`config.mk`:
```
export PLATFORM = sky130hd
export DESIGN_NAME = pinwheel_serial_loader
export DESIGN_NICKNAME = d
export VERILOG_FILES = /design/src/rtl/pinwheel_serial_loader_pkg.sv /design/src/rtl/pinwheel_serial_loader_serial_word_assembler.sv /design/src/rtl/pinwheel_serial_loader.sv
export SDC_FILE = /design/constraint.sdc
export NUM_CORES = 1
export LEC_CHECK = 0
export ABC_AREA = 1
export ABC_CLOCK_PERIOD_IN_PS = 7540
export BUFFER_PORTS_ARGS = -buffer_cell sky130_fd_sc_hd__buf_2
export CAP_MARGIN = 10
export CORE_UTILIZATION = 45
export CTS_CLUSTER_DIAMETER = 150
export DETAILED_ROUTE_END_ITERATION = 8
export SETUP_SLACK_MARGIN = 0.15
export SKIP_LAST_GASP = 1
export SLEW_MARGIN = 20
export SYNTH_ARGS = -nofsm -noshare
export SYNTH_HDL_FRONTEND = slang
export SYNTH_SLANG_ARGS = --single-unit
export TNS_END_PERCENT = 100
```
`constraint.sdc`:
```
create_clock -name clock -period 7.54 [get_ports clock]
set_clock_uncertainty 0.1 [all_clocks]
set_input_delay 0.754 -clock clock [delete_from_list [all_inputs] [get_ports clock]]
set_output_delay 0.754 -clock clock [all_outputs]
set_load 0.005 [all_outputs]
```
`src/rtl/pinwheel_serial_loader_pkg.sv`:
```
//------------------------------------------------------------------------------
// Module   : pinwheel_serial_loader_pkg
// Brief    : TileLink channel types, opcodes and loader FSM states.
// Revision : 1.0
//------------------------------------------------------------------------------
`default_nettype none

package pinwheel_serial_loader_pkg;

  localparam logic [2:0] TL_PUT_FULL   = 3'd0;
  localparam logic [2:0] TL_ACCESS_ACK = 3'd0;
  localparam logic [2:0] TL_SIZE_WORD  = 3'd2;
  localparam logic [3:0] TL_MASK_WORD  = 4'hF;

  typedef struct packed {
    logic        a_valid;
    logic [2:0]  a_opcode;
    logic [2:0]  a_param;
    logic [2:0]  a_size;
    logic [3:0]  a_source;
    logic [31:0] a_address;
    logic [3:0]  a_mask;
    logic [31:0] a_data;
  } tilelink_a;

  typedef struct packed {
    logic        d_valid;
    logic [2:0]  d_opcode;
    logic [1:0]  d_param;
    logic [2:0]  d_size;
    logic [3:0]  d_source;
    logic        d_error;
    logic [31:0] d_data;
  } tilelink_d;

  typedef enum logic [2:0] {
    ADDR = 3'd0,
    LEN  = 3'd1,
    DATA = 3'd2,
    DONE = 3'd3,
    ERR  = 3'd4
  } loader_state;

endpackage

`default_nettype wire

```
`src/rtl/pinwheel_serial_loader_serial_word_assembler.sv`:
```
//------------------------------------------------------------------------------
// Module   : serial_word_assembler
// Brief    : Packs four little-endian serial bytes into a 32-bit word.
// Revision : 1.0
//------------------------------------------------------------------------------
`default_nettype none

module serial_word_assembler
  import pinwheel_serial_loader_pkg::*;
(
  input  logic        clock,
  input  logic        reset_in,
  input  logic        byte_valid,
  input  logic [7:0]  byte_data,
  output logic        word_valid,
  output logic [31:0] word
);

  logic [1:0]  r_byte_idx;
  logic [23:0] r_lanes;

  // The top lane is never stored: the 4th byte is forwarded straight into the word.
  always_ff @(posedge clock or posedge reset_in) begin
    if (reset_in) begin
      r_byte_idx <= 2'd0;
      r_lanes    <= 24'd0;
    end else if (byte_valid) begin
      r_byte_idx <= r_byte_idx + 2'd1;
      case (r_byte_idx)
        2'd0:    r_lanes[7:0]   <= byte_data;
        2'd1:    r_lanes[15:8]  <= byte_data;
        2'd2:    r_lanes[23:16] <= byte_data;
        default: r_lanes        <= r_lanes;
      endcase
    end
  end

  assign word_valid = byte_valid && (r_byte_idx == 2'd3);
  assign word       = {byte_data, r_lanes};

endmodule

`default_nettype wire

```
`src/rtl/pinwheel_serial_loader.sv`:
```
//------------------------------------------------------------------------------
// Module   : pinwheel_serial_loader
// Brief    : Serial boot loader issuing TileLink PutFullData writes; holds the
//            core in reset until the image is written and acknowledged.
// Revision : 1.0
//------------------------------------------------------------------------------
`default_nettype none

module pinwheel_serial_loader
  import pinwheel_serial_loader_pkg::*;
#(
  parameter logic [7:0] ACK_TIMEOUT = 8'd255
) (
  input  logic       clock,
  input  logic       reset_in,
  input  logic       serial_valid,
  input  logic [7:0] serial_data,
  output tilelink_a  bus_tla,
  input  tilelink_d  bus_tld,
  output logic       core_hold,
  output logic       busy,
  output logic       done,
  output logic       error
);

  loader_state r_state;
  loader_state w_state_next;

  logic [31:0] r_base;
  logic [31:0] r_count;
  logic [31:0] r_word_idx;
  logic        r_pending;
  logic [7:0]  r_tmo;

  logic        w_asm_byte_valid;
  logic        w_asm_valid;
  logic [31:0] w_asm_word;
  logic        w_ack_seen;
  logic        w_ack_ok;
  logic        w_ack_bad;
  logic        w_timeout;
  logic [31:0] w_idx_next;
  logic        w_last_ack;
  logic        w_issue;
  logic        w_busy_next;
  logic        w_done_next;
  logic        w_error_next;
  logic        w_hold_next;
  logic        w_unused_tld;

  assign w_unused_tld = &{1'b0, bus_tld.d_param, bus_tld.d_size,
                          bus_tld.d_source, bus_tld.d_data};

  // Bytes are only consumed while parsing; DONE and ERR drop them.
  assign w_asm_byte_valid = serial_valid && busy;

  serial_word_assembler u_assembler (
    .clock      (clock),
    .reset_in   (reset_in),
    .byte_valid (w_asm_byte_valid),
    .byte_data  (serial_data),
    .word_valid (w_asm_valid),
    .word       (w_asm_word)
  );

  assign w_ack_seen = (r_state == DATA) && r_pending && bus_tld.d_valid &&
                      (bus_tld.d_opcode == TL_ACCESS_ACK);
  assign w_ack_ok   = w_ack_seen && !bus_tld.d_error;
  assign w_ack_bad  = w_ack_seen && bus_tld.d_error;
  assign w_timeout  = (r_state == DATA) && r_pending && !w_ack_seen &&
                      (r_tmo == ACK_TIMEOUT);
  assign w_idx_next = r_word_idx + {31'd0, w_ack_ok};
  assign w_last_ack = w_ack_ok && (w_idx_next == r_count);

  // An ack landing in the same cycle a word completes retires the old write first.
  assign w_issue = (r_state == DATA) && (w_state_next == DATA) && w_asm_valid;

  always_ff @(posedge clock or posedge reset_in) begin
    if (reset_in) begin
      r_state   <= ADDR;
      core_hold <= 1'b1;
      busy      <= 1'b1;
      done      <= 1'b0;
      error     <= 1'b0;
    end else begin
      r_state   <= w_state_next;
      core_hold <= w_hold_next;
      busy      <= w_busy_next;
      done      <= w_done_next;
      error     <= w_error_next;
    end
  end

  always_comb begin
    w_state_next = r_state;
    case (r_state)
      ADDR: if (w_asm_valid) w_state_next = LEN;
      LEN:  if (w_asm_valid) w_state_next = (w_asm_word == 32'd0) ? DONE : DATA;
      DATA: begin
        if (w_ack_bad || w_timeout)
          w_state_next = ERR;
        else if (w_last_ack)
          w_state_next = DONE;
        else if (w_asm_valid && r_pending && !w_ack_ok)
          w_state_next = ERR;
      end
      default: w_state_next = r_state;
    endcase
  end

  always_comb begin
    w_busy_next  = (w_state_next == ADDR) || (w_state_next == LEN) ||
                   (w_state_next == DATA);
    w_done_next  = (w_state_next == DONE);
    w_error_next = (w_state_next == ERR);
    w_hold_next  = (w_state_next != DONE);
  end

  always_ff @(posedge clock or posedge reset_in) begin
    if (reset_in) begin
      r_base     <= 32'd0;
      r_count    <= 32'd0;
      r_word_idx <= 32'd0;
      r_pending  <= 1'b0;
      r_tmo      <= 8'd0;
      bus_tla    <= '0;
    end else begin
      bus_tla.a_valid <= w_issue;
      if ((r_state == ADDR) && w_asm_valid) r_base  <= w_asm_word;
      if ((r_state == LEN) && w_asm_valid)  r_count <= w_asm_word;
      if (w_ack_ok) r_word_idx <= w_idx_next;

      if (w_issue) begin
        bus_tla.a_opcode  <= TL_PUT_FULL;
        bus_tla.a_param   <= 3'd0;
        bus_tla.a_size    <= TL_SIZE_WORD;
        bus_tla.a_source  <= 4'd0;
        bus_tla.a_mask    <= TL_MASK_WORD;
        bus_tla.a_data    <= w_asm_word;
        bus_tla.a_address <= r_base + (w_idx_next << 2);
        r_pending         <= 1'b1;
        r_tmo             <= 8'd0;
      end else if (w_ack_seen) begin
        r_pending <= 1'b0;
        r_tmo     <= 8'd0;
      end else if (r_pending && !bus_tla.a_valid && (r_tmo != ACK_TIMEOUT)) begin
        r_tmo <= r_tmo + 8'd1;
      end
    end
  end

endmodule

`default_nettype wire

```
# Word level (Yosys, flattened, before mapping)
# Cells that the tools add are included.
# totals
ff_bits	205
word_cells	83
# op_classes
n_addsub	4
eq_ne	13
mux	12
n_reduce_logical	35
# op_table
op	n
$add A32 B1 Y32	1
$add A32 B32 Y32	1
$eq A32 B32 Y1	1
$logic_not A32 Y1	1
$mux W8	3
$logic_and A1 B1 Y1	18
$mux W3	5
$eq A3 B2 Y1 const B	3
$logic_not A3 Y1	3
$pmux W3 S3	1
$add A8 B1 Y8 const B	1
$eq A8 B8 Y1 const B	1
$ne A8 B8 Y1 const B	1
$eq A3 B1 Y1 const B	2
$reduce_and A2 Y1	3
$eq A2 B2 Y1 const B	2
$logic_not A1 Y1	4
$eq A3 B3 Y1 const B	1
$logic_or A1 B1 Y1	3
$mux W1	3
$ne A3 B2 Y1 const B	1
$reduce_bool A3 Y1	1
$add A2 B1 Y2 const B	1
$eq A2 B1 Y1 const B	1
2 further kinds	2

# Longest topological paths before layout
# depth
depth_word	15
depth_mapped	28
ltp_nobuf	25

# Hierarchy
# From an unflattened synthesis, not the netlist that was laid out.
# unflattened
cells_unflattened	1474
hier_area_um2	11269.6
# modules_own_cells
module	n_inst	cells_each	area_each_um2	seq_area_each_um2
pinwheel_serial_loader	1	1344	10103.4	4456.8
serial_word_assembler	1	130	1166.1	650.6

# Worst setup path after synthesis
# Ideal clock, no wire load.
# synth_timing
kind	input-to-reg
from	input bus_tld[43] (netlist name)
to	register bus_tla[67] (netlist name)
setup_time_ns	0.116
arrival_ns	4.151
setup_slack_ns	3.173
path_stages	24
path_cell_list	nor2_1 -> nand3_1 -> nor2_1 -> nand2_1 -> inv_1 -> clkbuf_1 -> ha_1 -> ha_1 -> nand3_2 -> inv_2 -> nand2_1 -> nand2_1 -> inv_1 -> ha_1 -> a21oi_1 -> a21boi_0 -> o21ai_0 -> a21oi_1 -> o21ai_0 -> nand3_1 -> nand2_1 -> xor2_1 -> nand2_1 -> nand2_1
# synth_via
elab_chain_cells	12
word_cells_on_any_way	21
classes_between	add/sub (2); eq/ne (2); mux (4); reduce/logical (13)
# synth_rtl
item	line	text
start: declaration	pinwheel_serial_loader.sv:19	input tilelink_d bus_tld,
$logic_not A3 Y1 (*)	pinwheel_serial_loader.sv:67	(bus_tld.d_opcode == TL_ACCESS_ACK);
$logic_and A1 B1 Y1 (*)	pinwheel_serial_loader.sv:66	assign w_ack_seen = (r_state == DATA) && r_pending && bus_tld.d_valid &&
$logic_and A1 B1 Y1 (*)	pinwheel_serial_loader.sv:68	assign w_ack_ok = w_ack_seen && !bus_tld.d_error;
$add A32 B1 Y32 (*)	pinwheel_serial_loader.sv:72	assign w_idx_next = r_word_idx + {31'd0, w_ack_ok};
named net w_idx_next[4]	pinwheel_serial_loader.sv:42	logic [31:0] w_idx_next;
$eq A32 B32 Y1	pinwheel_serial_loader.sv:73	assign w_last_ack = w_ack_ok && (w_idx_next == r_count);
$logic_and A1 B1 Y1	pinwheel_serial_loader.sv:73	
$mux W3	pinwheel_serial_loader.sv:102	else if (w_last_ack)
$mux W3	pinwheel_serial_loader.sv:100	if (w_ack_bad || w_timeout)
$pmux W3 S3	pinwheel_serial_loader.sv:96	case (r_state)
$eq A3 B2 Y1	pinwheel_serial_loader.sv:76	assign w_issue = (r_state == DATA) && (w_state_next == DATA) && w_asm_valid;
$logic_and A1 B1 Y1 (2 in series)	pinwheel_serial_loader.sv:76	
end: declaration	pinwheel_serial_loader.sv:18	output tilelink_a bus_tla,
# The timed path passes the listed nets; every way through them passes the cells marked *.
# A chain may end at the register's enable or synchronous reset.

# Worst setup path in the final report
# layout_timing
from	register r_state[0]
to	register bus_tla[67] (netlist name)
# layout_via
elab_chain_cells	14
word_cells_on_any_way	27
classes_between	add/sub (2); eq/ne (4); mux (6); reduce/logical (15)
# layout_rtl
item	line	text
start: declaration	pinwheel_serial_loader.sv:26	loader_state r_state;
start signal: assignment	pinwheel_serial_loader.sv:86	r_state <= w_state_next;
$eq A3 B2 Y1 (*)	pinwheel_serial_loader.sv:66	
$logic_and A1 B1 Y1 (*) (3 in series)	pinwheel_serial_loader.sv:66	
$logic_and A1 B1 Y1 (*)	pinwheel_serial_loader.sv:68	
$add A32 B1 Y32 (*)	pinwheel_serial_loader.sv:72	
named net w_idx_next[4]	pinwheel_serial_loader.sv:42	
$eq A32 B32 Y1	pinwheel_serial_loader.sv:73	
$logic_and A1 B1 Y1	pinwheel_serial_loader.sv:73	
$mux W3	pinwheel_serial_loader.sv:102	
$mux W3	pinwheel_serial_loader.sv:100	
$pmux W3 S3	pinwheel_serial_loader.sv:96	
$eq A3 B2 Y1	pinwheel_serial_loader.sv:76	
$logic_and A1 B1 Y1 (2 in series)	pinwheel_serial_loader.sv:76	
# Marks and branches as above.

==> metrics.md <==
| Metric | Value |
|---|---|
| Area of the mapped netlist | `~11000 um2` |
| CTS sink count | `just over 200` |
| Synth Warn # | `0` |
| Avg Cell Area, Syn | `7.97 um2` |
| Setup Fix Bufs, Post-CTS | `0` |
| Root buffer cell | `clkbuf_16` |
| Initial antenna violation count | `0` |
| Pwr Density | `201 nW/um2` |
| Worst path max stage delay | `between 0.6 and 0.7 ns` |
| RePlAce Congestion | `0.888` |
| Most frequent CP cell | `nand2_1` |
| Mux contribution to synthesized area | `about 2.8%` |
| Crit. End Element | `flop` |
| Count leader, synth | `nand2_1` |
| Hpwl dp | `21.9 mm` |
| Largest family of logic cells by synthesized area | `simple AND/OR/NAND/NOR gates` |
| Yosys reg bits | `204` |
| DIE WIDTH | `158 um` |
| Synth Area in XOR/XNOR | `4.01%` |
| Design Power | `2.53 mW` |
| CTS resizes | `0` |
| Area Growth Syn to Fin | `14.3%` |
| Synth Flop Type | `dfrtp_1` |
| Mapped Cells | `1378` |
| Pin count of the biggest net entering global routing | `96` |
| Core area | `about 24000 um2` |
| Remaining DRCs | `0` |
| Tcrit/Tclk final | `approximately 76%` |
| Compound-Gate Fraction of Synth Area | `8.66%` |
| Fin crit period | `5.75 ns` |
| Routed Antenna Nets | `0` |
| WL/cell | `16.7 um` |
| HP Class | `primary input to async pin` |
| # IOs | `~140` |
| Row Count | `56` |
| Worst EP arrival | `6.12 ns` |
| Kind of critical path | `flop to flop` |
| H-tree depth | `1` |
| Setup crit start | `r_state[0]$_DFF_PP0_` |
| IO Port Bufs | `89` |
| Starting Density | `46.4%` |
| Fmax | `174 MHz` |
| Layout cells sized above 1 | `12.8%` |
| R2R depth | `24` |
| Initial DRC Count | `646` |
| Fin Hold WS | `0.227 ns` |
| Status | `finished, final reports clean` |
| CP Cell Sequence | `nor2_1 > nand3_1 > nor2_1 > nand2_1 > buf_4 > inv_1 > ha_1 > ha_1 > nand3_2 > inv_2 > nand2_1 > nand2_1 > inv_1 > ha_1 > a21oi_1 > a21boi_0 > o21ai_0 > a21oi_1 > o21ai_0 > nand3_1 > nand2_1 > xor2_1 > nand2_1 > nand2_1` |
| Clk pin slew, worst setup/hold paths | `0.06 ns` |
| Die Area | `around 25000 um2` |
| Largest cells by area after synthesis | `dfrtp_1 (46%), nand2_1 (17%), o21ai_0 (5.1%)` |
| Bufs and invs on worst path | `4` |
| Setup violations, final | `0` |
| CP required | `slightly below 8 ns` |
| Number of global-route vias before repair | `8658` |
| Final Max Tran Viols | `0` |
| Clk buf depth | `3` |
| Seq/Total Area, Yosys | `between 40 and 50%` |
| Skew-Pair Late Insertion Delay | `0.53 ns` |
| Crit path depth | `24` |
| Total of max-cap violations | `0` |
| Worst rel slew slack | `46.7%` |
| Number of diodes | `0` |
| Post-synth EDFFs | `0` |
| Initial DRT Pass Iterations | `5` |
| Area leader, netlist | `dfrtp_1` |
| Startpoint types | `flop` |
| LEAKAGE | `6.70 nW` |
| CTS tree | `built` |
| Synth Area in Adders | `4.40%` |
| Peak supply drop | `181 uV` |
| CTS Hold Buffers Added | `0` |
| Vias | `9246` |
| Async set-reset flop share out of synthesis | `100%` |
| Overflow after GRT | `0` |
| FF-to-FF Start | `r_state[0]$_DFF_PP0_` |
| Die height | `158 um` |
| DR vias/cell | `5.14` |
| Maximum fanout along the worst path | `45` |
| Least-Margin Pin Slew | `0.799 ns` |
| Simple-gate area share of the yosys netlist | `about a quarter` |
| Top cells by count, synth | `nand2_1 (492), dfrtp_1 (202), inv_1 (120)` |
| RSZ-0062 raised after global routing | `false` |
| Cell variety after synth | `between 40 and 50` |
| Slowest cell on crit path | `inv_1` |
| Num CTS Buffers | `24` |
| Nets | `1558` |
| Gr usage total | `25.0%` |
| Post-detailed-routing wire length | `30.0 mm` |
| First-pass GRT wire length | `47.4 mm` |
| Final hold violation count | `0` |
| Top Family by Delay on Critical Path | `compound AO/OA/AOI/OAI gates` |
| Share of Yosys cell area claimed by the top area cell type | `46.0%` |
| Setup TNS | `0 ns` |
-- registers in the layout, summed over array words and instances, names as in the netlist --
name                    count
bus_tla                    66
busy                        1
core_hold                   1
done                        1
error                       1
r_base                     32
r_count                    32
r_pending                   1
r_state                     3
r_tmo                       8
r_word_idx                 32
u_assembler.r_byte_idx      2
u_assembler.r_lanes        24
-- layout by cell type, fill, tap and decap left out, drive strengths merged, types with 2 or more instances in the layout --
master	instances
o21ai	113
ha	37
nand3	74
a41oi	2
o211ai	3
nand4	13
nor4	13
nand2	497
clkbuf	36
a21o	2
clkinv	2
xor2	33
dfstp	2
o21a	2
nor3	8
nor3b	2
xnor2	13
dfrtp	202
bufinv	4
mux2	26
a21oi	46
nor2	101
inv	122
o21bai	5
conb	12
buf	97
-- stage by stage --
stage                     worst slack, ns  area, um2  cells  utilization (%)
after floorplan                      1.12      11000   1389                -
after global placement               1.66      11700   1756             49.2
after detailed placement             1.53      11700   1756             49.2
after CTS                            1.84      12600   1799             53.0
final                                1.79      12600   1799             53.0
after global routing                 1.27      12600   1799             53.0
-- cell families after synthesis --
logic type,after synthesis
buffers and inverters,171
adders and majority gates,38
and+or+nand+nor,711
DFF,204
muxes,27
AOI/OAI and AO/OA,179
xor gates and xnor gates,47
other,1
-- report_power, final --
part | total [mW] | internal, mW | switching (mW)
clock network | 1.28 | 0.812 | 0.469
registers | 1.14 | 1.12 | 0.0209
logic | 0.108 | 0.0396 | 0.0680
-- final timing paths --
kind                                        endpoint  slack, ns
max                          bus_tla[67]$_DFFE_PP0N_       1.79
min                        r_word_idx[0]$_DFFE_PP0N_       0.23
max reg2reg                  bus_tla[67]$_DFFE_PP0N_       1.79
min reg2reg                  bus_tla[55]$_DFFE_PP0N_       0.37
max in group asynchronous    bus_tla[60]$_DFFE_PP0N_       5.87
min in group clock           bus_tla[55]$_DFFE_PP0N_       0.37
-- worst reg2reg max path, stage by stage, from the launching register on --
cell and delay [ns]:
dfrtp_1 0.42, nor2_1 0.19, nand3_1 0.12, nor2_1 0.19
nand2_1 0.08, buf_4 0.27, inv_1 0.70, ha_1 0.35
ha_1 0.18, nand3_2 0.15, inv_2 0.14, nand2_1 0.08
nand2_1 0.10, inv_1 0.08, ha_1 0.34, a21oi_1 0.26
a21boi_0 0.39, o21ai_0 0.24, a21oi_1 0.38, o21ai_0 0.27
nand3_1 0.13, nand2_1 0.09, xor2_1 0.27, nand2_1 0.10
nand2_1 0.07
-- metal layers --
layer,track usage [%],vias up,wire (um)
met3,3.91,48,1480
met2,39.0,253,13500
met1,35.4,4368,14100
li1,-,4577,-
met5,0,-,0
met4,7.97,0,888
-- layout make-up --
type                       count  area [um2]
multi-input combinational   1014        5180
clock inverter                 7         163
inverter                     122         465
clock buffer                  36         736
sequential                   204        5110
tap                          319         399
timing repair buffer          97         505
fill                        2371       11100
(Power assumes the default switching activity.)
